--- src/rtl/uart_message_printer_pkg.sv ---
// Shared types and constants for the binary-digit collector / message printer.
// Also holds the nibble-to-ASCII helper used to build the hex part of the message.
package uart_message_printer_pkg;

  typedef enum logic {
    COLLECT = 1'b0,
    PRINT   = 1'b1
  } state_t;

  localparam int unsigned MSG_LEN = 15;
  localparam logic [7:0]  ASCII_0 = 8'h30;
  localparam logic [7:0]  ASCII_1 = 8'h31;
  localparam logic [7:0]  CR      = 8'h0D;
  localparam logic [7:0]  LF      = 8'h0A;

  // Uppercase hex digit: 0-9 map onto '0'.., 10-15 onto 'A'.. (8'h37 + 10 = 'A').
  function automatic logic [7:0] hex_to_ascii(input logic [3:0] nib);
    return (nib < 4'd10) ? (ASCII_0 + {4'h0, nib}) : (8'h37 + {4'h0, nib});
  endfunction

endpackage

--- src/rtl/uart_message_printer_rom.sv ---
// Combinational message table: "Got byte 0xHH\r\n" indexed by character position.
module message_rom
  import uart_message_printer_pkg::*;
(
  input  logic [3:0] i_addr,
  input  logic [7:0] i_byte,
  output logic [7:0] o_char
);

  always_comb begin
    o_char = 8'h00;
    case (i_addr)
      4'd0:    o_char = 8'h47;  // G
      4'd1:    o_char = 8'h6F;  // o
      4'd2:    o_char = 8'h74;  // t
      4'd3:    o_char = 8'h20;
      4'd4:    o_char = 8'h62;  // b
      4'd5:    o_char = 8'h79;  // y
      4'd6:    o_char = 8'h74;  // t
      4'd7:    o_char = 8'h65;  // e
      4'd8:    o_char = 8'h20;
      4'd9:    o_char = 8'h30;  // 0
      4'd10:   o_char = 8'h78;  // x
      4'd11:   o_char = hex_to_ascii(i_byte[7:4]);
      4'd12:   o_char = hex_to_ascii(i_byte[3:0]);
      4'd13:   o_char = CR;
      4'd14:   o_char = LF;
      default: o_char = 8'h00;
    endcase
  end

endmodule

--- src/rtl/uart_message_printer.sv ---
// Collects eight '0'/'1' characters MSB-first into a byte, then sends
// "Got byte 0xHH\r\n" one character per tx handshake.
module uart_message_printer #(
  parameter int unsigned MSG_LEN = 15
) (
  input  logic       clk,
  input  logic       rst,
  input  logic [7:0] rx_data,
  input  logic       new_rx_data,
  input  logic       tx_busy,
  output logic [7:0] tx_data,
  output logic       new_tx_data,
  output logic [3:0] addr
);
  import uart_message_printer_pkg::*;

  localparam logic [3:0] LAST_ADDR = 4'(MSG_LEN - 1);

  state_t     r_state, w_state_next;
  logic       r_rx_prev;
  logic [2:0] r_bit_cnt, w_bit_cnt_next;
  logic [7:0] r_shift, w_shift_next;
  logic [7:0] r_byte, w_byte_next;
  logic [7:0] r_tx_data, w_tx_data_next;
  logic       r_new_tx, w_new_tx_next;
  logic [3:0] r_addr, w_addr_next;
  logic       w_rx_evt;
  logic       w_rx_bit_ok;
  logic [7:0] w_rom_char;

  // A strobe held for several cycles still yields a single receive event.
  assign w_rx_evt    = new_rx_data & ~r_rx_prev;
  assign w_rx_bit_ok = (rx_data == ASCII_0) || (rx_data == ASCII_1);

  assign tx_data     = r_tx_data;
  assign new_tx_data = r_new_tx;
  assign addr        = r_addr;

  message_rom u_message_rom (
    .i_addr (r_addr),
    .i_byte (r_byte),
    .o_char (w_rom_char)
  );

  always_ff @(posedge clk or negedge rst) begin
    if (!rst) begin
      r_state   <= COLLECT;
      r_rx_prev <= 1'b0;
      r_bit_cnt <= 3'd0;
      r_shift   <= 8'h00;
      r_byte    <= 8'h00;
      r_tx_data <= 8'h00;
      r_new_tx  <= 1'b0;
      r_addr    <= 4'd0;
    end else begin
      r_state   <= w_state_next;
      r_rx_prev <= new_rx_data;
      r_bit_cnt <= w_bit_cnt_next;
      r_shift   <= w_shift_next;
      r_byte    <= w_byte_next;
      r_tx_data <= w_tx_data_next;
      r_new_tx  <= w_new_tx_next;
      r_addr    <= w_addr_next;
    end
  end

  always_comb begin
    w_state_next   = r_state;
    w_bit_cnt_next = r_bit_cnt;
    w_shift_next   = r_shift;
    w_byte_next    = r_byte;
    w_tx_data_next = r_tx_data;
    w_new_tx_next  = 1'b0;
    w_addr_next    = r_addr;
    case (r_state)
      COLLECT: begin
        if (w_rx_evt && w_rx_bit_ok) begin
          w_shift_next = {r_shift[6:0], rx_data[0]};
          if (r_bit_cnt == 3'd7) begin
            w_byte_next    = {r_shift[6:0], rx_data[0]};
            w_bit_cnt_next = 3'd0;
            w_addr_next    = 4'd0;
            w_state_next   = PRINT;
          end else begin
            w_bit_cnt_next = r_bit_cnt + 3'd1;
          end
        end
      end
      PRINT: begin
        // Skipping the cycle after a request gives tx_busy time to rise.
        if (!tx_busy && !r_new_tx) begin
          w_new_tx_next  = 1'b1;
          w_tx_data_next = w_rom_char;
          if (r_addr == LAST_ADDR) begin
            w_addr_next  = 4'd0;
            w_state_next = COLLECT;
          end else begin
            w_addr_next = r_addr + 4'd1;
          end
        end
      end
      default: w_state_next = COLLECT;
    endcase
  end

endmodule

--- config.mk ---
export PLATFORM = sky130hd
export DESIGN_NAME = uart_message_printer
export DESIGN_NICKNAME = d
export VERILOG_FILES = /design/src/rtl/uart_message_printer_pkg.sv /design/src/rtl/uart_message_printer_rom.sv /design/src/rtl/uart_message_printer.sv
export SDC_FILE = /design/constraint.sdc
export NUM_CORES = 1
export LEC_CHECK = 0
export ABC_AREA = 1
export CORE_AREA = 8 8 67 74
export DETAILED_ROUTE_END_ITERATION = 10
export DIE_AREA = 0 0 75 82
export MAX_ROUTING_LAYER = met4
export PLACE_DENSITY = 0.69
export REMOVE_ABC_BUFFERS = 1
export SLEW_MARGIN = 40
export SYNTH_ARGS = -nofsm -noshare
export SYNTH_HDL_FRONTEND = slang
export SYNTH_SLANG_ARGS = --single-unit
--- constraint.sdc ---
create_clock -name clk -period 3.3 [get_ports clk]
set_input_delay 0.66 -clock clk [delete_from_list [all_inputs] [get_ports clk]]
set_output_delay 0.66 -clock clk [all_outputs]
set_load 0.05 [all_outputs]
==> impl_results.md <==
- Detailed Routing Iterations Pass 1: 4
- Dpl cells: around 320
- WL/cell: 11.9 um
- Fmax: around 430 MHz
- Routability-driven placement congestion ratio: between 0.8 and 0.9
- Setup crit end kind: primary output
- Largest net degree at the start of global routing: 33
- Most numerous cell in the Yosys netlist: nand2_1
- Post-synth top flop: dfrtp_1
- Kind of critical path: reg -> out
- Core ar.: roughly 0.0038 mm^2
- WP data arrival: ~1.7 ns
- Final Setup Violations: 0
- Worst skew pair latency: between 0.2 and 0.3 ns
- Leakage: roughly 1.1 nW
- Overall Power: approximately 760 uW
- Worst Path Required: 2.64 ns
- Mapped cell area: around 0.0018 mm^2
- Multiplexer share of the synthesized area: 0%
- #FFs+latches synth: 32
- IO Pins: 25
- Routed vias/inst: between 4 and 5
- MaxCap Viol Count: 0
- Actual slew at the worst max-slew pin: between 0.7 and 0.8 ns
- Final worst slack: 0.981 ns
- Worst vdd ir: ~280 uV
- Unrepaired setup endpoints after global routing: no
- Hold WS: about 0.49 ns
- Residual DRC: 0
- Synth area leader: dfrtp_1
- Delay of the slowest critical-path stage: 0.87 ns
- Area growth syn-to-layout: 19.8%
- Largest family of logic cells by synthesized area: simple AND/OR/NAND/NOR gates
- Avg Inst Size Synth: between 7 and 8 um^2
- Crit-path slowest cell: clkdlybuf4s50_1
- Final Core Density: between 50% and 60%
- Die height: ~80 um
- Antenna violations before repair: 0
- Synth Area in Simple Gates: roughly a third
- Site Rows: 24
- Pwr dens: about 350 mW/mm^2
- Crit path cell chain: clkdlybuf4s50_1
- Worst Clk Skew: around 0.009 ns
- WL final: slightly below 4 mm
- Remaining Overflow, GRT: 0
- Post-synth top area share: between 40 and 50%
- Synth Area in Compound Gates: under 10%
- Netlist cell types: 25
- DR iter-0 viols: 144
- Crit path buffers/inverters: 1
- Die area: between 0.006 and 0.007 mm^2
- Met3 WL: approximately 190 um
- Vias in the first global route: between 1,500 and 2,000
- Area share of xor/xnor cells in the synthesized design: less than 1%
- Most frequent cells after synthesis: 80 x nand2_1, 32 x dfrtp_1, 27 x nor2_1, 25 x inv_1, 23 x nand3_1
- Post-cts sizing count: 0
- Max-slew violations: 0
- Uppermost layer routed: met4
- Die extent in x: 75 um
- Fin cells: between 300 and 400
- Post-route minimum period: between 2 and 2.5 ns
- Setup TNS: 0 ns
- Post-synth EDFFs: 0
- Clock root cell: clkbuf_8
- Met2 Wirelength: between 1.5 and 2 mm
- Slew headroom: roughly half
- Final nets: 290
- CTS hold repair buffers: 0
- ANT nets after route: 0
- Async set-or-reset flop fraction in the synthesized netlist: 100%
- Crit share post-route: between 70% and 80%
- CTS tree: built
- Clk sinks: 32
- Register clock-pin slew on the reported worst setup and hold paths: about 0.07 ns
- Layout cells sized above 1: ~8%
- Synth area leaders: dfrtp_1 45%, nand2_1 17%, nand3_1 6.4%
- Starting Density: a little under half
- CP max FO: 7
- TritonCTS Buffers: 5
- First-pass GRT wire length: roughly 6.5 mm
- DP HPWL: 2.99 mm
- Htree depth: 2
- Design area: about 0.0022 mm^2
- Vias: roughly 1,600
- Synth Instances: roughly 250
- Placed Instance Area: just over 0.002 mm^2
- Hold WC Path Type: reg -> reg
- Yosys warning count: 0
- Outcome: finished, final reports clean
- Setup Slack @ Placement: 0.788 ns
- Seq/Total Area, Yosys: ~45%
- Diode count: 0
- Longest Clk Path Bufs: 2
- IO Port Bufs: 23
- Overall Global Routing Usage: ~14%
- Postcts setup bufs: 0
- Wl on met1: ~1.7 mm
- Startpoint types: flop
- Post-Synth Adder-Cell Area: ~2.8%
- Final hold vios: 0
- Largest delay share family, worst path: buffers and inverters
## layout make-up
cell class                      count  area (um^2)
Clock inverter                      3         18.8
Fill cell                         350         1660
Tap cell                           52         65.1
Timing Repair Buffer               24          238
Inverter                           29          109
Multi-Input combinational cell    182          855
Clock buffer                        5         68.8
Sequential cell                    32          801
## registers in the layout (all words and copies together) (netlist names)
| name | flops |
|---|---|
| r_state | 1 |
| new_tx_data | 1 |
| r_byte | 8 |
| r_bit_cnt | 3 |
| r_rx_prev | 1 |
| tx_data | 7 |
| r_shift | 7 |
| addr | 4 |
## cells in the final DEF (no fill, tap or decap), types with 3 or more instances in the layout
master and n:
nand2_1 80, dfrtp_1 32, nor2_1 27, inv_1 25, nand3_1 23, clkdlybuf4s50_1 23
o21ai_0 17, o21ai_1 7, clkbuf_8 5, inv_2 4, a21oi_1 4, ha_1 4
nor2_4 3, nand2_2 3
## where the power goes
part	leakage (nW)	switching, mW	total, mW	internal, mW
combinational	0.614	0.0311	0.0544	0.0233
clock	0.0479	0.152	0.298	0.147
sequential	0.404	0.00597	0.408	0.402
## kinds of logic (layout without fill, tap and decap cells)
kind of cell / after synthesis / in the layout
flip-flops: 32 / 32
AND/OR/NAND/NOR: 145 / 145
other: 1 / 1
XOR/XNOR: 2 / 2
AO/OA/AOI/OAI: 30 / 30
buffers and inverters: 34 / 61
adder cells (fa/ha/maj): 4 / 4
## per-layer routing
| layer | GRT usage [%] | vias up |
|---|---|---|
| met5 | - | - |
| met4 | 5.49 | 0 |
| met3 | 4.40 | 8 |
| met2 | 24.8 | 40 |
| met1 | 14.7 | 701 |
| li1 | - | 838 |
## worst paths after layout
kind,end,from,slack [ns],cells after the start
setup / recovery,addr[2],addr[2]$_DFFE_PN0P_,0.98,1
max in group asynchronous,r_shift[3]$_DFFE_PN0N_,rst,2.25,2
hold reg to reg,r_shift[6]$_DFFE_PN0N_,r_shift[5]$_DFFE_PN0N_,0.49,2
hold / removal,r_shift[6]$_DFFE_PN0N_,r_shift[5]$_DFFE_PN0N_,0.49,2
setup reg to reg,addr[1]$_DFFE_PN0P_,r_bit_cnt[0]$_DFFE_PN0N_,1.41,5
min in group asynchronous,r_byte[6]$_DFFE_PN0P_,rst,0.76,2
Note: power is estimated with default switching activity, not from simulation.
